<file path="config.mk">
export PLATFORM = sky130hd
export DESIGN_NAME = regf_array
export DESIGN_NICKNAME = d
export VERILOG_FILES = /design/src/rtl/regf_array_pkg.sv /design/src/rtl/regf_array_word.sv /design/src/rtl/regf_array.sv
export SDC_FILE = /design/constraint.sdc
export NUM_CORES = 1
export LEC_CHECK = 0
export CAP_MARGIN = 20
export CORE_AREA = 10 10 229 231
export CTS_CLUSTER_DIAMETER = 100
export DETAILED_ROUTE_END_ITERATION = 6
export DIE_AREA = 0 0 239 241
export PLACE_DENSITY_LB_ADDON = 0.3
export SYNTH_ARGS = -nofsm -noshare
export SYNTH_HDL_FRONTEND = slang
export SYNTH_SLANG_ARGS = --single-unit
</file>
<file path="constraint.sdc">
create_clock -name main_clk_i -period 1.8 [get_ports main_clk_i]
set_clock_uncertainty 0.2 [all_clocks]
set_input_delay 0.18 -clock main_clk_i [delete_from_list [all_inputs] [get_ports main_clk_i]]
set_output_delay 0.18 -clock main_clk_i [all_outputs]
set_load 0.02 [all_outputs]
</file>
<file path="src/rtl/regf_array_pkg.sv">
// Shared types and helpers for the parametrised register file array.
package regf_array_pkg;

    typedef enum logic [1:0] {
        ACC_RW = 2'd0,
        ACC_RO = 2'd1,
        ACC_RC = 2'd2
    } access_e;

    // Byte address bit where the word index starts.
    localparam int WORD_LSB = 2;
    localparam int MAX_REGS = 64;

    // Read-only wins when a word is flagged in both masks.
    function automatic access_e access_of(input int i,
                                          input logic [MAX_REGS-1:0] ro_mask,
                                          input logic [MAX_REGS-1:0] rc_mask);
        if (ro_mask[i]) return ACC_RO;
        if (rc_mask[i]) return ACC_RC;
        return ACC_RW;
    endfunction

endpackage

</file>
<file path="src/rtl/regf_array_word.sv">
// One register word: core write beats bus write, which beats read-clear.
module regf_array_word
    import regf_array_pkg::*;
#(
    parameter int                    DATA_WIDTH = 32,
    parameter logic [DATA_WIDTH-1:0] RST_VAL    = '0,
    parameter access_e               ACCESS     = ACC_RW
) (
    input  logic                  clk,
    input  logic                  rst_n,
    input  logic                  core_wr,
    input  logic [DATA_WIDTH-1:0] core_wval,
    input  logic                  bus_wr,
    input  logic [DATA_WIDTH-1:0] bus_wdata,
    input  logic                  bus_rd,
    output logic [DATA_WIDTH-1:0] value,
    output logic                  bus_wr_done
);

    logic bus_wr_ok;
    logic rd_clear;

    // A bus write only counts when the core is not writing the same word.
    assign bus_wr_ok   = bus_wr && (ACCESS != ACC_RO);
    assign bus_wr_done = bus_wr_ok && !core_wr;
    assign rd_clear    = bus_rd && (ACCESS == ACC_RC);

    // Word storage with core > bus write > read-clear priority.
    always_ff @(posedge clk or negedge rst_n) begin
        if (!rst_n) begin
            value <= RST_VAL;
        end else if (core_wr) begin
            value <= core_wval;
        end else if (bus_wr_ok) begin
            value <= bus_wdata;
        end else if (rd_clear) begin
            value <= '0;
        end
    end

endmodule

</file>
<file path="src/rtl/regf_array.sv">
// Parametrised register file with RW / RO / RC words on the mem bus.
// Optional macro REGF_ARRAY_RDPIPE_EN adds one output register stage to
// read data, error and read strobes (latency 2 instead of 1).
module regf_array
    import regf_array_pkg::*;
#(
    parameter int                               NUM_REGS   = 8,
    parameter int                               DATA_WIDTH = 32,
    parameter int                               ADDR_WIDTH = 13,
    parameter logic [NUM_REGS-1:0]              RO_MASK    = '0,
    parameter logic [NUM_REGS-1:0]              RC_MASK    = '0,
    parameter logic [NUM_REGS*DATA_WIDTH-1:0]   RST_VAL    = '0
) (
    input  logic                                main_clk_i,
    input  logic                                main_rst_an_i,
    input  logic                                mem_ena_i,
    input  logic [ADDR_WIDTH-1:0]               mem_addr_i,
    input  logic                                mem_wena_i,
    input  logic [DATA_WIDTH-1:0]               mem_wdata_i,
    output logic [DATA_WIDTH-1:0]               mem_rdata_o,
    output logic                                mem_err_o,
    output logic [NUM_REGS-1:0][DATA_WIDTH-1:0] regf_rval_o,
    input  logic [NUM_REGS-1:0][DATA_WIDTH-1:0] regf_wval_i,
    input  logic [NUM_REGS-1:0]                 regf_wr_i,
    output logic [NUM_REGS-1:0]                 regf_bus_wr_o,
    output logic [NUM_REGS-1:0]                 regf_bus_rd_o
);

    localparam int IDX_W = ADDR_WIDTH - WORD_LSB;

    logic [IDX_W-1:0]      idx;
    logic [NUM_REGS-1:0]   hit;
    logic [NUM_REGS-1:0]   ro_word;
    logic [NUM_REGS-1:0]   acc_wr;
    logic [NUM_REGS-1:0]   acc_rd;
    logic [NUM_REGS-1:0]   wr_done;
    logic                  in_range;
    logic                  acc_err;
    logic [DATA_WIDTH-1:0] rd_mux;

    logic [DATA_WIDTH-1:0] rdata_q;
    logic                  err_q;
    logic [NUM_REGS-1:0]   bus_rd_q;

    assign idx = mem_addr_i[ADDR_WIDTH-1:WORD_LSB];

    // One-hot word select; no bit set means the index is out of range.
    always_comb begin
        hit = '0;
        for (int i = 0; i < NUM_REGS; i++) begin
            hit[i] = (int'(idx) == i);
        end
    end

    assign in_range = |hit;
    assign acc_err  = mem_ena_i && (!in_range || (mem_wena_i && |(hit & ro_word)));
    assign acc_wr   = (mem_ena_i &&  mem_wena_i && !acc_err) ? hit : '0;
    assign acc_rd   = (mem_ena_i && !mem_wena_i && !acc_err) ? hit : '0;

    // Read mux takes the pre-update value, so RC words return the pre-clear data.
    always_comb begin
        rd_mux = '0;
        for (int i = 0; i < NUM_REGS; i++) begin
            if (hit[i]) rd_mux = regf_rval_o[i];
        end
    end

    for (genvar g = 0; g < NUM_REGS; g++) begin : g_word
        localparam access_e ACC = access_of(g, 64'(RO_MASK), 64'(RC_MASK));

        assign ro_word[g] = (ACC == ACC_RO);

        regf_array_word #(
            .DATA_WIDTH (DATA_WIDTH),
            .RST_VAL    (RST_VAL[g*DATA_WIDTH +: DATA_WIDTH]),
            .ACCESS     (ACC)
        ) u_word (
            .clk         (main_clk_i),
            .rst_n       (main_rst_an_i),
            .core_wr     (regf_wr_i[g]),
            .core_wval   (regf_wval_i[g]),
            .bus_wr      (acc_wr[g]),
            .bus_wdata   (mem_wdata_i),
            .bus_rd      (acc_rd[g]),
            .value       (regf_rval_o[g]),
            .bus_wr_done (wr_done[g])
        );
    end

    // First response stage; write responses and idle cycles return zero data.
    always_ff @(posedge main_clk_i or negedge main_rst_an_i) begin
        if (!main_rst_an_i) begin
            rdata_q       <= '0;
            err_q         <= 1'b0;
            bus_rd_q      <= '0;
            regf_bus_wr_o <= '0;
        end else begin
            rdata_q       <= (|acc_rd) ? rd_mux : '0;
            err_q         <= acc_err;
            bus_rd_q      <= acc_rd;
            regf_bus_wr_o <= wr_done;
        end
    end

`ifdef REGF_ARRAY_RDPIPE_EN
    // Extra output stage for timing; register updates are not delayed.
    always_ff @(posedge main_clk_i or negedge main_rst_an_i) begin
        if (!main_rst_an_i) begin
            mem_rdata_o   <= '0;
            mem_err_o     <= 1'b0;
            regf_bus_rd_o <= '0;
        end else begin
            mem_rdata_o   <= rdata_q;
            mem_err_o     <= err_q;
            regf_bus_rd_o <= bus_rd_q;
        end
    end
`else
    assign mem_rdata_o   = rdata_q;
    assign mem_err_o     = err_q;
    assign regf_bus_rd_o = bus_rd_q;
`endif

endmodule

</file>
======== Yosys cells after proc, flatten, opt, wreduce, memory -nomap -nowiden ========
Cells that the tools add are included.
word-level totals
  register bits ........................... 305
  output and inout port bits .............. 305
  bits of input ports ..................... 313
  word-level logic and storage cells ...... 81
operators by class
  equality and inequality tests ........... 7
  muxes and demuxes ....................... 27
  reduce and logical (&&, ||, !) cells .... 35
operators by type and width
  cell                                             count
  2-to-1 mux 32 bit                                25
  == test 11 x 4 -> 1 bit (second input constant)  4
  == test 11 x 3 -> 1 bit (second input constant)  2
  2-to-1 mux 8 bit                                 2
  nonzero test 2 bit                               8
  OR reduction 8 bit                               2
  logical AND 1 bit                                13
  == test 11 x 2 -> 1 bit (second input constant)  1
  zero test 1 bit                                  11
  zero test 11 bit                                 1

======== Logic depth before layout (Yosys ltp) ========
Gate-level depths: netlist of run 1.
  depth after elaboration ................. 10
  gate-level depth with buffers ........... 7
  gate-level depth less buffers ........... 4

======== Modules after synthesis ========
From an unflattened synthesis of run 1, not the netlist that was laid out.
second synthesis, totals
  cell total of the unflattened synthesis .. 1452
  area, all modules ....................... 15675.0 µm²
by module, submodules not included
  module           cells an instance  area an instance (µm²)  times used  sequential area each (µm²)
  regf_array_word  140                1512.7                  8           800.8
  regf_array       332                3573.4                  1           1226.2

======== Worst setup path after synthesis of run 1 ========
No wires, ideal clock.
  path type ............................... input to register
  from .................................... input mem_addr_i[11]
  to ...................................... register g_word[0].u_word.value[0]
  arrival time ............................ 2258 ps
  data required time ...................... 1475 ps
  stages on the path ...................... 6
  path slack .............................. -783 ps
  buffers on the path ..................... 2
  library setup time ...................... 125 ps
  cells stage by stage .................... or4_1 -> clkbuf_1 -> nor4_2 -> buf_2 -> mux2_2 -> mux2_2
on the way
  word-level cells in the longest chain between the ends .. 8
  elaborated cells on any way between the ends .. 15
  those cells by class .................... 7 x eq/ne; 1 x mux; 7 x reduce/logical
ends and longest elaborated chain
  what                                             RTL line               source
  start: declaration                               regf_array.sv:17       input logic [ADDR_WIDTH-1:0] mem_addr_i,
  == test 11 x 2 -> 1 bit (tied with other cells)  regf_array.sv:51       hit[i] = (int'(idx) == i);
  OR reduction 8 bit                               regf_array.sv:55       assign in_range = |hit;
  zero test 1 bit                                  regf_array.sv:56       assign acc_err = mem_ena_i && (!in_range || (mem_wena_i && |(hit & ro_word)));
  logical AND 1 bit                                regf_array.sv:56
  zero test 1 bit                                  regf_array.sv:57       assign acc_wr = (mem_ena_i && mem_wena_i && !acc_err) ? hit : '0;
  logical AND 1 bit                                regf_array.sv:57
  2-to-1 mux 8 bit (*)                             regf_array.sv:57
  nonzero test 2 bit (no source line) (*)          -
  end signal: assignment                           regf_array_word.sv:33  value <= core_wval;
  end signal: assignment                           regf_array_word.sv:35  value <= bus_wdata;
  end: declaration                                 regf_array_word.sv:16  output logic [DATA_WIDTH-1:0] value,
Mark *: on every way between the ends. The rest lies on a longest branch, timed or not.
A chain may end at the register's enable or synchronous reset.

======== Final worst setup path of run 1 ========
  from .................................... input mem_addr_i[7]
  to ...................................... register g_word[6].u_word.value[22]
on the way
  word-level cells in the longest chain between the ends .. 8
  elaborated cells on any way between the ends .. 15
  those cells by class .................... 7 x eq/ne; 1 x mux; 7 x reduce/logical
ends and longest elaborated chain
  what                                             RTL line
  == test 11 x 2 -> 1 bit (tied with other cells)  regf_array.sv:51
  OR reduction 8 bit                               regf_array.sv:55
  zero test 1 bit                                  regf_array.sv:56
  logical AND 1 bit                                regf_array.sv:56
  zero test 1 bit                                  regf_array.sv:57
  logical AND 1 bit                                regf_array.sv:57
  2-to-1 mux 8 bit (*)                             regf_array.sv:57
  nonzero test 2 bit (no source line) (*)          -
  end signal: assignment                           regf_array_word.sv:33
  end signal: assignment                           regf_array_word.sv:35
  end: declaration                                 regf_array_word.sv:16
Marks and branches as above.

==> metrics, run 1 <==
Reg2Reg Launch Point g_word[6].u_word.value[10]; initial antenna violation count 13; routed len/inst 32.2 um; Die ar. ~0.058 sq mm; total number of vias roughly 15000; setup ws final -0.489 ns; xor-xnor portion of the synthesized cell area 0%; Seq pwr share 37.2%; syn nets 1551; DRC 0; P_leak approximately 0.015 uW; Max Slew Vio Count 0; worst r2r dst mem_rdata_o[10]; initial core utilization between 30 and 40%; Routed WL 84700 um; Area Growth Syn to Fin 76.6%; DR vias/cell 5.63; TritonCTS Sinks 305; global-route wire length before repair roughly 120000 um; mean post-synth cell area approximately 13 sq um; fin crit period around 2.3 ns; core area 0.0475 sq mm; failing checks negative setup slack; worst path arrival time between 2 and 3 ns; Worst R2R Setup Slack roughly 0.21 ns; routability cong. between 0.9 and 1; largest family of logic cells by synthesized area multiplexers; CP Class primary input to flop; register bit total from synthesis 305; synthesized area 0.0158 sq mm; gr usage total 27.7%; Max FO, Critical Path 6; Clk Latency, worst-skew pair approximately 0.55 ns; remaining global-route overflow 0; outcome finished, violations left; sw power 6180 uW; Critical Path End Type flop; crit path to g_word[6].u_word.value[22]; IO buf count around 600; clock group share of total power 37.5%; number of global-route vias before repair 15606; register area share after synthesis between 40 and 50%; layout cell share with drive strength beyond 1 37.9%; count of max-cap constraint violations 0; mux share of post-synthesis cell area 33.5%; CTS buffer count 37; Worst-path clk slew 0.06 ns; setup violators final 253; largest net degree at the start of global routing 62; commonest cells after routing, fill and taps aside 304 x dfrtp_1, 301 x dlymetal6s2s_1, 288 x clkdlybuf4s50_1; Final period util 127%; RSZ-0062 raised after global routing true; Final Net Count 2288; power per cell area 765 mW/mm^2; Slew headroom 42.5%; Core Util, Final 58.8%; drt pass-1 iters 5; switch share 28.9%; CTS H-tree lvls 2; CTS tree yes; FF-to-FF path depth 5; Initial DRC Count 1201; Combinational Power Share 25.3%; Final Hold Viols 0; hpwl dp 59000 um; row count 80; Internal Pwr Total approximately 15000 uW; Simple-Gate Fraction of Synth Area 5.92%; Worst setup SP type primary input; Peak supply drop 736 uV; worst-case clock buffer depth 3; die width 239 um; most common cell after layout, fill and taps aside dfrtp_1; crit path launch mem_addr_i[7]; WHS 0.0101 ns; synth unique cells 34; I/O pin total 618; synth warn 0; Least-Margin Pin Slew 0.862 ns; Mapped Cells 1238; Die Ht between 200 and 250 um; Max Clock Freq between 0.4 and 0.5 GHz; CTS Root Cell clkbuf_16; Hold Crit Class primary input to flop; Compound-Gate Fraction of Synth Area 8.74%; hold path cells 3; Critical Path RT 2.04 ns; antenna-violating nets left 0; Post-Synth Adder-Cell Area 0%
-- power groups by stage --
stage / combinational (uW) / clock (uW) / sequential [uW]
after floorplan: 1650 / 0 / 8620
after global routing: 5660 / 8400 / 8010
final: 5420 / 8020 / 7960
after global placement: 5240 / 0 / 8040
after detailed placement: 5280 / 0 / 8050
after CTS: 5360 / 8110 / 7950
-- worst min-delay path by stage --
stage | slack, ns | from | endpoint
2_1_floorplan | -0.32 | main_rst_an_i | g_word[0].u_word.value[0]
3_3_place_gp | -0.07 | main_rst_an_i | g_word[1].u_word.value[2]
3_5_place_dp | -0.07 | main_rst_an_i | g_word[1].u_word.value[7]
4_1_cts | 0.001 | mem_addr_i[2] | regf_bus_rd_o[3]
5_1_grt | 0.003 | regf_wr_i[1] | g_word[1].u_word.value[14]
6_report | 0.01 | regf_wr_i[1] | g_word[1].u_word.value[11]
-- cells by family after synthesis --
family	Yosys count
simple gates	182
flops	305
buf+inv	141
compound gates	181
mux	429
-- state kept, by name (all words and copies together), names as in the netlist --
name	cells
g_word.u_word.value	256
mem_err_o	1
regf_bus_rd_o	8
mem_rdata_o	32
regf_bus_wr_o	8
-- cell type report --
| type | count | area (sq um) |
|---|---|---|
| antenna | 14 | 35.0 |
| tap | 615 | 769 |
| inverter | 34 | 128 |
| sequential | 305 | 7630 |
| timing repair buffer | 805 | 9490 |
| clock inverter | 12 | 168 |
| clock buffer | 54 | 1110 |
| fill | 3798 | 19600 |
| multi-input combinational | 792 | 8630 |
-- timing repair --
action,CTS,global route
hold buffers,11,2
pin swaps,12,13
gates resized for setup,119,438
cloned,16,6
endpoints found under the hold margin,351,2
endpoints found under the setup margin,605,588
setup buffers,23,19
-- cells in the mapped netlist (all sizes together) --
cell type  instances  area, sq um
mux2             397         4580
dfrtp            305         7630
nand2            107          402
clkbuf            71          267
o221ai            51          447
o21ai             39          195
buf               36          191
inv               34          128
a221o             32          320
mux4              32          721
nor3b             32          240
a21oi             20          100
o211a             13          130
o22ai             13         81.3
o2bb2ai           12          105
nor4              11         93.8
nor2               9         33.8
or4                6         52.6
nand2b             3         18.8
nor2b              3         18.8
nor3               3         15.0
nand4              2         12.5
nand4b             2         17.5
a31oi              1         6.26
and4b              1         10.0
nand3              1         5.00
or3                1         6.26
or4bb              1         11.3
-- through the flow --
| stage | TNS (ns) | setup slack, ns | instance area (sq um) | total power (uW) | instances |
|---|---|---|---|---|---|
| 6_report | -80.35 | -0.489 | 28000 | 21400 | 2631 |
| 5_1_grt | -85.34 | -0.482 | 28000 | 22100 | 2629 |
| 4_1_cts | -131.65 | -0.484 | 26600 | 21400 | 2600 |
| 3_5_place_dp | -336.58 | -1.27 | 24200 | 13300 | 2485 |
| 3_3_place_gp | -330.86 | -1.24 | 24200 | 13300 | 2485 |
| 2_1_floorplan | -150.53 | -0.692 | 16400 | 10300 | 1238 |
-- metal layers --
layer	GRT usage, %	up-vias	wire length, um
li1	-	6117	-
met1	33.9	7715	33400
met2	46.0	795	41000
met3	6.82	194	6590
met4	11.3	2	3660
met5	0	-	13
-- worst max-delay path, cell delays in order --
cell,delay (ns)
buf_6,0.10
or4_4,0.58
buf_6,0.15
or4_4,0.52
buf_12,0.16
buf_12,0.12
buf_12,0.15
mux2_4,0.30
mux2_4,0.27
No activity file was read; power rests on OpenSTA's default activity.
==> inputs of run 2 (changes only) <==
--- a/config.mk
+++ b/config.mk
@@ -10,6 +10,7 @@
 export CTS_CLUSTER_DIAMETER = 100
 export DETAILED_ROUTE_END_ITERATION = 6
 export DIE_AREA = 0 0 239 241
+export MAX_ROUTING_LAYER = met4
 export PLACE_DENSITY_LB_ADDON = 0.3
 export SYNTH_ARGS = -nofsm -noshare
 export SYNTH_HDL_FRONTEND = slang
==> metrics, run 2 (synthesis gave the netlist of run 1 again) <==
grt peak-use layer met2; Routed WL 85200 um (+0.60%); layout cell share with drive strength beyond 1 38.1% (+0.19 points); register area 0.00763 sq mm (about the same); Max FO, Critical Path 6 (unchanged); die width 239 um (unchanged); CTS buffer count 38 (+2.7%); Area Growth Syn to Fin 69.6%; Peak supply drop 570 uV (-23%); Worst setup SP type primary input; number of global-route vias before repair 15621 (+0.096%); DR vias/cell 5.63 (about the same); gr usage total 29.1% (+1.4 points); commonest cells after routing, fill and taps aside 305 x dfrtp_1, 298 x dlygate4sd2_1, 288 x clkdlybuf4s50_1; switch share 29.5% (+0.62 points); worst path arrival time 2.41 ns (-0.11 ns); Core Util, Final 56.5% (-2.3 points); layout filler cell count 4041 (+6.4%); fin crit period 2.19 ns (-0.0989 ns); Critical Path RT 2.02 ns (-0.02 ns); initial core utilization 33.3% (unchanged); global-route wire length before repair 117000 um (+0.96%); Die Ht 241 um (unchanged); top flop regs g_word.u_word.value x256, mem_rdata_o x32; Hold Crit Class primary input to flop; placed cell count 2478 (-0.28%); antenna-violating nets left 0 (unchanged); sw power 6110 uW (-1.2%); routability cong. 0.940 (+4.4%); TritonCTS Sinks 305 (unchanged); dpl ws -1.27 ns (-0.00281 ns); IO buf count 615 (unchanged); Tot Pwr 20700 uW (-3.2%); CP Class primary input to flop; setup ws final -0.390 ns (+0.0989 ns); row count 80 (unchanged); initial antenna violation count 14 (+1); Slew headroom 60.4% (+18 points); Biggest register g_word.u_word.value; Max Clock Freq 0.457 GHz (+4.5%); power per cell area 771 mW/mm^2 (+0.73%); Multi-input gate area 0.00873 sq mm (+1.2%); outcome finished, violations left; routed len/inst 32.5 um (+0.95%); CTS Root Cell clkbuf_16; I/O pin total 618 (unchanged); Least-Margin Pin Slew 0.589 ns (-0.273 ns); DRC 0 (unchanged); RSZ-0062 raised after global routing true; Internal Pwr Total 14600 uW (-4.1%); Clk Latency, worst-skew pair 0.55 ns (about the same); Die ar. 0.0576 sq mm (unchanged); Final Hold Viols 0 (unchanged); worst-case clock buffer depth 3 (unchanged); count of max-cap constraint violations 0 (unchanged); setup violators final 290 (+15%); Worst-path clk slew 0.06 ns (about the same); P_leak 0.0119 uW (-19%); met3 Use GR 6.63% (-0.19 points); Initial DRC Count 1292 (+7.6%); Max Slew Vio Count 0 (unchanged); WHS 0.0171 ns (+0.00699 ns); largest net degree at the start of global routing 62 (unchanged); total number of vias 14767 (-0.38%); most common cell after layout, fill and taps aside dfrtp_1; Seq pwr share 38.4% (+1.2 points); hpwl dp 58800 um (-0.38%); met2 GRT Util 46.6% (+0.58 points); CTS tree yes; core area 0.0475 sq mm (unchanged); Combinational Power Share 25.1% (-0.2 points); Final Non-Filler Cells 2622 (-0.34%); clock group share of total power 36.5% (-1.0 points); remaining global-route overflow 0 (unchanged); Final Net Count 2284 (-0.17%); CTS H-tree lvls 2 (unchanged); max reg flops 256 (unchanged); Critical Path End Type flop; Final period util 122% (-5.5 points); drt pass-1 iters 5 (unchanged); failing checks negative setup slack; met1 track demand over resource 34.9% (+1.0 points)
-- run 2: changes by cell type in the layout (fill, tap and decap cells not counted), sizes merged, moves of 2 or more --
cell	change
clkdlybuf4s15	+4
buf	+2
dlygate4sd3	-5
dlymetal6s2s	-301
clkinv	-6
dlygate4sd2	+298
bufinv	-2
-- run 2: worst paths after layout --
check,slack (ns),to,cells after the start,from
setup / recovery,-0.39,g_word[6].u_word.value[3],8,mem_addr_i[8]
max in group asynchronous,0.85,mem_rdata_o[25],4,main_rst_an_i
hold reg to reg,0.34,g_word[5].u_word.value[25],1,g_word[5].u_word.value[25]
setup reg to reg,0.21,mem_rdata_o[2],3,g_word[2].u_word.value[2]
min in group asynchronous,0.15,g_word[2].u_word.value[4],3,main_rst_an_i
hold / removal,0.02,g_word[1].u_word.value[13],3,regf_wr_i[1]
-- run 2: layout make-up --
class	count	share of cell area, %
tap	615	2.86
antenna	15	0.140
multi-input combinational	792	32.5
timing repair buffer	800	31.2
sequential	305	28.4
inverter	34	0.475
clock inverter	3	0.256
clock buffer	58	4.12
-- run 2: per-stage QoR --
| stage | area (sq um) | TNS [ns] |
|---|---|---|
| 6_report | 26900 | -63.43 |
| 5_1_grt | 26900 | -66.93 |
| 4_1_cts | 26400 | -60.48 |
| 3_5_place_dp | 24200 | -334.05 |
| 3_3_place_gp | 24200 | -329.93 |
| 2_1_floorplan | 16400 | -150.53 |
-- run 2: worst max-delay path: stages --
cell,delay (ns)
buf_6,0.09
or4_4,0.58
buf_6,0.15
or4_4,0.52
buf_12,0.17
buf_12,0.14
mux2_4,0.29
mux2_4,0.27
-- run 2: routing by layer --
layer,part of all wire (%),routed length [um],vias to the layer above
met4,3.8,3230,0
li1,-,-,6127
met1,40,33700,7658
met5,0,0,-
met2,49,41600,803
met3,7.8,6690,179
-- run 2: timing repair --
item,4_1_cts,5_1_grt
gates resized for setup,466,127
pin swaps,15,12
setup endpoints to repair,604,298
endpoints found under the hold margin,368,2
buffers inserted,32,17
cloned,20,2
hold buffers,10,1
-- run 2: power groups by stage --
stage                     clock, uW  sequential [uW]  combinational, uW
after floorplan                   0             8620               1650
after global placement            0             8030               5240
after detailed placement          0             8050               5290
after CTS                      7640             7930               5030
after global routing           7900             8020               5420
final                          7560             7960               5190
==> inputs of run 3 (changes only) <==
--- a/config.mk
+++ b/config.mk
@@ -12,6 +12,7 @@
 export DIE_AREA = 0 0 239 241
 export MAX_ROUTING_LAYER = met4
 export PLACE_DENSITY_LB_ADDON = 0.3
+export REMOVE_ABC_BUFFERS = 1
 export SYNTH_ARGS = -nofsm -noshare
 export SYNTH_HDL_FRONTEND = slang
 export SYNTH_SLANG_ARGS = --single-unit
==> metrics, run 3 (synthesis gave the netlist of run 1 again) <==
outcome finished, violations left; failing checks negative setup slack; hold path cells 3 (unchanged); setup violators final 265 (-8.6%); Critical Path RT 2.03 ns (about the same); IO buf count 615 (unchanged); max reg flops 256 (unchanged); Routed WL 86500 um (+1.5%); most common cell after layout, fill and taps aside dfrtp_1; count of max-cap constraint violations 0 (unchanged); ordered cell list for the critical path buf_8 > or4_4 > buf_6 > or4_4 > buf_12 > mux2_4 > mux2_4; power per cell area 767 mW/mm^2 (-0.47%); Area Growth Syn to Fin 75.2%; setup ws final -0.383 ns (+0.00688 ns); Least-Margin Pin Slew 0.672 ns (+0.0832 ns); TritonCTS Sinks 305 (unchanged); DR vias/cell 5.68 (+0.88%); worst path arrival time 2.41 ns (about the same); I/O pin total 618 (unchanged); total number of vias 14772 (+0.034%); Max Slew Vio Count 0 (unchanged); largest net degree at the start of global routing 60 (-3.2%); Slowest-stage cell, CP or4_4; top flop regs g_word.u_word.value x256, mem_rdata_o x32; drt pass-1 iters 6 (+1); global-route wire length before repair 115000 um (-1.9%); P_leak 0.0146 uW (+22%); initial antenna violation count 9 (-5); Clk Latency, worst-skew pair 0.55 ns (about the same); Final Hold Viols 0 (unchanged); Core Util, Final 58.4% (+1.9 points); RSZ-0062 raised after global routing true; routed len/inst 33.3 um (+2.4%); CTS tree yes; Final Net Count 2266 (-0.79%); CTS Root Cell clkbuf_16; hpwl dp 54900 um (-6.7%); worst-case clock buffer depth 3 (unchanged); Die Ht 241 um (unchanged); Critical Path End Type flop; Hold Crit Class primary input to flop; commonest cells after routing, fill and taps aside 305 x dfrtp_1, 294 x dlymetal6s2s_1, 289 x clkdlybuf4s50_1; Biggest register g_word.u_word.value; fin crit period 2.18 ns (-0.00688 ns); Worst-path clk slew 0.06 ns (about the same); die width 239 um (unchanged); number of global-route vias before repair 15419 (-1.3%); FF-to-FF path depth 3 (unchanged); routability cong. 0.880 (-6.4%); CP Class primary input to flop; row count 80 (unchanged); antenna-violating nets left 0 (unchanged); Slew headroom 55.2% (-5.2 points); CP peak stage delay 0.59 ns (about the same); Die ar. 0.0576 sq mm (unchanged); post-placement cell area 0.0235 sq mm (-3.0%); Non-Filler Cell Area, Final 0.0278 sq mm (+3.3%); Peak supply drop 626 uV (+9.8%); layout cell share with drive strength beyond 1 37.1% (-0.98 points); CTS H-tree lvls 2 (unchanged); initial core utilization 33.3% (unchanged); remaining global-route overflow 0 (unchanged); Max FO, Critical Path 9 (+3); Initial DRC Count 1291 (-0.077%); gr usage total 28.4% (-0.73 points); Max Clock Freq 0.458 GHz (+0.32%); DRC 0 (unchanged); core area 0.0475 sq mm (unchanged); Worst setup SP type primary input; CTS buffer count 38 (unchanged); Final period util 121% (-0.38 points)
-- run 3: layout make-up --
cell class | count | area (sq um)
Tap cell | 615 | 769
Multi-Input combinational cell | 792 | 8630
Fill cell | 3767 | 19800
Clock inverter | 5 | 75.1
Clock buffer | 59 | 1230
Sequential cell | 305 | 7630
Timing Repair Buffer | 782 | 9260
Antenna cell | 8 | 20.0
Inverter | 34 | 128
-- run 3: timing repair --
item                                   in CTS  in global routing
pin swaps                                   8                 12
endpoints found under the hold margin     323                  1
resized for setup                         228                432
buffers inserted                           32                 19
hold buffers                               11                  1
gates cloned                               17                 10
setup endpoints to repair                 607                587
-- run 3: per-layer routing --
layer / vias up / wire, um / track usage, %
met3: 185 / 7500 / 7.43
met4: 0 / 3150 / 8.45
met1: 7665 / 34100 / 33.5
li1: 6085 / - / -
met2: 837 / 41700 / 46.9
met5: - / 0 / -
-- run 3: worst paths after layout --
path,start,slack [ns],endpoint
hold / removal,regf_wr_i[1],0.01,g_word[1].u_word.value[22]
max in group asynchronous,main_rst_an_i,0.27,g_word[5].u_word.value[23]
min in group asynchronous,main_rst_an_i,0.49,g_word[6].u_word.value[18]
hold reg to reg,g_word[5].u_word.value[1],0.33,g_word[5].u_word.value[1]
setup reg to reg,g_word[3].u_word.value[10],0.27,mem_rdata_o[10]
setup / recovery,mem_addr_i[7],-0.38,g_word[6].u_word.value[7]
-- run 3: metrics by stage --
step                hold WS, ns  power (uW)  std cells  setup TNS, ns  setup slack (ns)
global placement        -0.0821       13000       2449        -324.44             -1.33
global route             0.0105       22000       2600         -67.03            -0.382
CTS                      -0.106       21300       2573        -107.70            -0.382
detailed placement      -0.0756       13100       2449        -335.39             -1.37
finish                  0.00984       21300       2600         -60.41            -0.383
floorplan                -0.316        9950       1131        -493.77             -2.07
-- run 3: critical path, delay by kind of cell --
family	cells	cell delay, ns
mux	2	0.58
simple gates	2	1.16
buf+inv	3	0.45
-- run 3: where the power goes --
group / total [uW] / internal, uW / switching, uW
registers: 7940 / 7430 / 511
logic: 5330 / 2900 / 2420
clock network: 8020 / 4960 / 3060
